### config.mk
export PLATFORM = sky130hd
export DESIGN_NAME = servo_pwm_array
export DESIGN_NICKNAME = d
export VERILOG_FILES = /design/src/rtl/servo_pwm_pkg.sv /design/src/rtl/servo_pwm_channel.sv /design/src/rtl/servo_pwm_array.sv
export SDC_FILE = /design/constraint.sdc
export NUM_CORES = 1
export LEC_CHECK = 0
export ABC_AREA = 1
export BUFFER_PORTS_ARGS = -buffer_cell sky130_fd_sc_hd__buf_4
export CORE_AREA = 4 4 117 119
export CTS_CLUSTER_DIAMETER = 30
export DETAILED_ROUTE_END_ITERATION = 6
export DIE_AREA = 0 0 121 123
export GPL_TIMING_DRIVEN = 0
export PLACE_DENSITY = 0.7
export SYNTH_ARGS = -nofsm -noshare
export SYNTH_HDL_FRONTEND = slang
export SYNTH_SLANG_ARGS = --single-unit
export TNS_END_PERCENT = 20
### constraint.sdc
create_clock -name clk -period 10.03 [get_ports clk]
set_input_delay 2.006 -clock clk [delete_from_list [all_inputs] [get_ports clk]]
set_output_delay 2.006 -clock clk [all_outputs]
set_load 0.1 [all_outputs]
### src/rtl/servo_pwm_pkg.sv
// servo_pwm_pkg: Basys3 servo defaults, counter-width helpers and the shared clamp/scale function
package servo_pwm_pkg;
  localparam int DEF_CLK_PER_TICK = 100;
  localparam int DEF_PERIOD = 20000;
  localparam int DEF_PULSE_MIN = 1000;
  localparam int DEF_PULSE_MAX = 2000;
  function automatic int cnt_w(input int period);
    return $clog2(period + 1);
  endfunction
  function automatic int pre_w(input int clk_per_tick);
    return $clog2(clk_per_tick + 1);
  endfunction
  function automatic int unsigned scale_width(input int unsigned v, input int unsigned in_min,
      input int unsigned in_max, input int unsigned pulse_min, input int unsigned pulse_max,
      input int unsigned in_w);
    int unsigned c;
    longint unsigned p;
    c = v < in_min ? in_min : v > in_max ? in_max : v;
    p = 64'(c - in_min) * 64'(pulse_max - pulse_min);
    return pulse_min + 32'(p >> in_w);
  endfunction
endpackage

### src/rtl/servo_pwm_channel.sv
// servo_pwm_channel: one axis (clk, rst, wrap, frame_cnt, val, en -> pwm) doing clamp, scale, slew, enable latch and compare
module servo_pwm_channel
  import servo_pwm_pkg::*;
#(
  parameter int IN_W = 10,
  parameter int FRAME_W = 15,
  parameter int IN_MIN = 0,
  parameter int IN_MAX = 1023,
  parameter int PULSE_MIN = DEF_PULSE_MIN,
  parameter int PULSE_MAX = DEF_PULSE_MAX,
  parameter int SLEW = 0
) (
  input  logic               clk,
  input  logic               rst,
  input  logic               wrap,
  input  logic [FRAME_W-1:0] frame_cnt,
  input  logic [IN_W-1:0]    val,
  input  logic               en,
  output logic               pwm
);
  localparam logic [FRAME_W-1:0] W_RST = FRAME_W'((PULSE_MIN + PULSE_MAX) / 2);
  localparam logic [FRAME_W-1:0] STEP = FRAME_W'(SLEW);
  logic [FRAME_W-1:0] width, target, next_width;
  logic en_q;
  always_comb begin
    target = FRAME_W'(scale_width(32'(val), IN_MIN, IN_MAX, PULSE_MIN, PULSE_MAX, IN_W));
    next_width = SLEW == 0 ? target
               : target > width ? (target - width > STEP ? width + STEP : target)
               : (width - target > STEP ? width - STEP : target);
  end
  always_ff @(posedge clk)
    if (rst) begin
      width <= W_RST;
      en_q <= 1'b0;
      pwm <= 1'b0;
    end else begin
      if (wrap) begin
        width <= next_width;
        en_q <= en;
      end
      pwm <= en_q && frame_cnt < width;
    end
endmodule

### src/rtl/servo_pwm_array.sv
// servo_pwm_array: N_CH servo PWM outputs (clk, rst, val, en -> pwm, frame_start) from one shared prescaler and frame counter
module servo_pwm_array
  import servo_pwm_pkg::*;
#(
  parameter int N_CH = 2,
  parameter int IN_W = 10,
  parameter int CLK_PER_TICK = DEF_CLK_PER_TICK,
  parameter int PERIOD = DEF_PERIOD,
  parameter int PULSE_MIN = DEF_PULSE_MIN,
  parameter int PULSE_MAX = DEF_PULSE_MAX,
  parameter int IN_MIN = 0,
  parameter int IN_MAX = 2**IN_W - 1,
  parameter int SLEW = 0
) (
  input  logic                 clk,
  input  logic                 rst,
  input  logic [N_CH*IN_W-1:0] val,
  input  logic [N_CH-1:0]      en,
  output logic [N_CH-1:0]      pwm,
  output logic                 frame_start
);
  localparam int FRAME_W = cnt_w(PERIOD);
  localparam int TICK_W = pre_w(CLK_PER_TICK);
  if (IN_MIN >= IN_MAX || PULSE_MIN >= PULSE_MAX || PULSE_MAX > PERIOD) begin : g_bad_cfg
    $error("servo_pwm_array: IN_MIN/IN_MAX, PULSE_MIN/PULSE_MAX or PERIOD out of range");
  end
  logic [TICK_W-1:0] pre;
  logic [FRAME_W-1:0] frame_cnt;
  logic tick, wrap, wrap_q;
  always_comb begin
    tick = pre == TICK_W'(CLK_PER_TICK - 1);
    wrap = tick && frame_cnt == FRAME_W'(PERIOD - 1);
  end
  always_ff @(posedge clk)
    if (rst) begin
      pre <= '0;
      frame_cnt <= '0;
      wrap_q <= 1'b0;
      frame_start <= 1'b0;
    end else begin
      pre <= tick ? '0 : pre + 1'b1;
      frame_cnt <= wrap ? '0 : tick ? frame_cnt + 1'b1 : frame_cnt;
      wrap_q <= wrap;
      frame_start <= wrap_q;
    end
  for (genvar i = 0; i < N_CH; i++) begin : g_ch
    servo_pwm_channel #(
      .IN_W(IN_W), .FRAME_W(FRAME_W), .IN_MIN(IN_MIN), .IN_MAX(IN_MAX),
      .PULSE_MIN(PULSE_MIN), .PULSE_MAX(PULSE_MAX), .SLEW(SLEW)
    ) u_ch (
      .clk(clk), .rst(rst), .wrap(wrap), .frame_cnt(frame_cnt),
      .val(val[i*IN_W +: IN_W]), .en(en[i]), .pwm(pwm[i])
    );
  end
endmodule

==> metrics.yaml <==
num_io_pins: 27
portBuffers: 26
dieHeight_um: 123
syn_area_per_cell_um2: 7.46
hpwl_um: 10000
dieArea_um2: 14900
p_per_area_nw_per_um2: 220
clk_path_buf_depth: 2
slowest_stage: "fa_1"
grt_pass1_vias: 5002
min_path_type: "reg2reg"
synth_cells: 839
yosysTopAreaCellShare: 0.200
grt_max_degree: 15
ys_ff_latch: 50
grt_usage: 0.172
seq_area_frac_synth: 0.160
mappedNetlistNets: 1021
cts_sinks: 50
synth_compound_area_frac: 0.0875
diodes: 0
dr.first_iter.drc_count: 162
netlist_area_um2: 6260
post_cts_buffers: 0
multi_input_area_um2: 4480
clk_pin_slew_ps: 60
ys.warnings.count: 0
antenna_found_initial: 0
critPathMaxFanout: 5
first_pass_iters: 4
synth-adder-area-share: 0.385
muxShareOfSynthArea: 0
core_area_um2: 12600
seqCellArea_um2: 1000
drc: 0
rsz0062_at_grt: "no"
synth_xor_area_frac: 0.0154
postCtsHoldBufs: 0
htreeDepth: 2
arrival_ps: 6330
finalSetupViolations: 0
synth_flop_cell: "dfxtp_1"
wl_per_cell_um: 11.2
clk-insertion-delay-late_ps: 290
route.vias.total: 5099
cts_resized: 0
drv_slew: 0
yosys.area.top_type: "ha_1"
async_flop_share: 0
initial_core_util: 0.498
synth_edf_count: 0
finalInstanceArea_um2: 6840
status: "finished clean"
rows: 41
drive_gt1_frac: 0.0630
final_nets: 1054
p_leak_nw: 3.63
finClkSkew_ps: 6.45
critPathKind: "in2reg"
maxCapViolCount: 0
tightest_slew_ps: 641
synth-simple-area-share: 0.227
cts_buffers: 5
slowest_delay_ps: 530
place_area_um2: 6670
cp.required_ps: 10210
drt_wl_total_um: 11700
ant_nets: 0
cts-root-buf: "clkbuf_16"
fin_crit_ps: 6140
synth_cell_types: 43
overflow: 0
clock.fmax_ghz: 0.163
critPathTopFamily: "adder cells"
slew-limit-headroom: 0.570
die_w_um: 121
cts_tree: "built"
grt_pass1_wl_um: 21500
finalCritPeriodShare: 0.612
critPathLaunchType: "input pin"
tns_ps: 0
finalHoldViolations: 0
crit_chain: "buf_4 -> inv_1 -> fa_1 -> fa_1 -> fa_1 -> fa_1 -> inv_1 -> ha_1 -> a21oi_1 -> inv_1 -> nor2_1 -> nand2_1 -> nand2_1 -> nand3_1 -> and2_1 -> ha_1 -> nor2_1 -> nand2_1 -> nand2_1 -> nand3_1 -> o21ai_0 -> inv_1"
cp_num_buf_inv: 5
area_growth_pct: 9.21
ys_top_cells_by_area: "ha_1 20%, fa_1 19%, dfxtp_1 16%"
synth_top_family_by_area: "adder cells"
whs_ps: 403
endpoint_kind: "flip-flop"
nFillCells: 1221
avgViaCountPerCell: 4.88
gp_congestion: 0.866
ir_drop_mv: 0.134
==> sequential cells by signal (all words and copies together) (netlist names) <==
register         flops
frame_cnt           15
frame_start          1
g_ch.u_ch.en_q       2
g_ch.u_ch.pwm        2
g_ch.u_ch.width     22
pre                  7
wrap_q               1
==> Yosys cell counts, types with 2 or more instances <==
master and n:
inv_1 195, nand2_1 169, ha_1 100, fa_1 58
a21oi_1 51, dfxtp_1 50, nor2_1 50, nand3_1 47
o21ai_0 26, nand4_1 15, nor3_1 9, xnor2_1 7
nand3b_1 4, o21ai_1 4, o21bai_1 4, xor2_1 4
and2_1 3, buf_2 3, buf_4 3, nor2_2 3
nor4_1 3, o21a_1 3, or2_2 3, a22oi_1 2
a32oi_1 2, and3_1 2, nor3b_1 2, o211ai_1 2
==> layout by cell type, fill, tap and decap left out, types with 2 or more instances in the layout <==
| master | instances |
|---|---|
| nand3_1 | 47 |
| o21a_1 | 3 |
| xnor2_1 | 7 |
| nand2_1 | 169 |
| buf_4 | 29 |
| a32oi_1 | 2 |
| and3_1 | 2 |
| o21ai_1 | 4 |
| ha_1 | 100 |
| o21bai_1 | 4 |
| nand4_1 | 15 |
| nor3_1 | 9 |
| nor3b_1 | 2 |
| and2_1 | 3 |
| o21ai_0 | 26 |
| buf_2 | 3 |
| or2_2 | 3 |
| a21oi_1 | 51 |
| nor4_1 | 3 |
| a22oi_1 | 2 |
| nor2_2 | 3 |
| clkbuf_8 | 3 |
| clkbuf_16 | 5 |
| nor2_1 | 50 |
| fa_1 | 58 |
| o211ai_1 | 2 |
| xor2_1 | 4 |
| nand3b_1 | 4 |
| inv_1 | 195 |
| dfxtp_1 | 50 |
==> power breakdown <==
part	switching (mW)	internal [mW]	total [mW]
Sequential	0.000864	0.199	0.200
Clock	0.0707	0.113	0.184
Combinational	0.707	0.412	1.12
Total	0.778	0.725	1.50
==> area by class of cell <==
type	count	share of cell area
Multi-Input combinational cell	585	0.655
Sequential cell	50	0.146
Timing Repair Buffer	26	0.0286
Clock buffer	8	0.0243
Tap cell	172	0.0315
Buffer	6	0.00549
Inverter	198	0.109
==> worst min-delay path: stages (launching register included) <==
cell and delay, ps:
dfxtp_1 300, inv_1 40, nor2_1 30
==> kinds of logic (layout without fill, tap and decap cells) <==
| group | count (synthesis) | after routing |
|---|---|---|
| flip-flops | 50 | 50 |
| XOR/XNOR | 11 | 11 |
| buffers and inverters | 204 | 238 |
| AND/OR/NAND/NOR | 317 | 317 |
| adder cells (fa/ha/maj) | 158 | 158 |
| AO/OA/AOI/OAI | 99 | 99 |
==> final timing paths <==
path | start | to | slack, ps | cells past startpoint
worst min-delay path | wrap_q | frame_start | 400 | 2
worst min register to register | wrap_q | frame_start | 400 | 2
worst max register to register | frame_cnt[1] | g_ch[0].u_ch.width[10] | 7860 | 8
worst max-delay path | val[12] | g_ch[1].u_ch.width[7] | 3890 | 22
==> layer usage <==
metal,vias up,wire length [um],GRT usage
met3,14,277,0.0192
met4,0,173,0.0305
met5,-,0,0
li1,2719,-,-
met1,2315,5560,0.221
met2,51,5670,0.315
==> metrics by stage <==
step / setup slack (ps) / utilization / instances / power (mW)
4_1_cts: 3860 / 0.544 / 1045 / 1.52
5_1_grt: 3450 / 0.544 / 1045 / 1.73
3_3_place_gp: 3570 / 0.531 / 1037 / 1.32
3_5_place_dp: 3570 / 0.531 / 1037 / 1.33
2_1_floorplan: 4040 / - / 839 / 1.11
6_report: 3890 / 0.544 / 1045 / 1.50
Power figures use the tool's default switching activity.
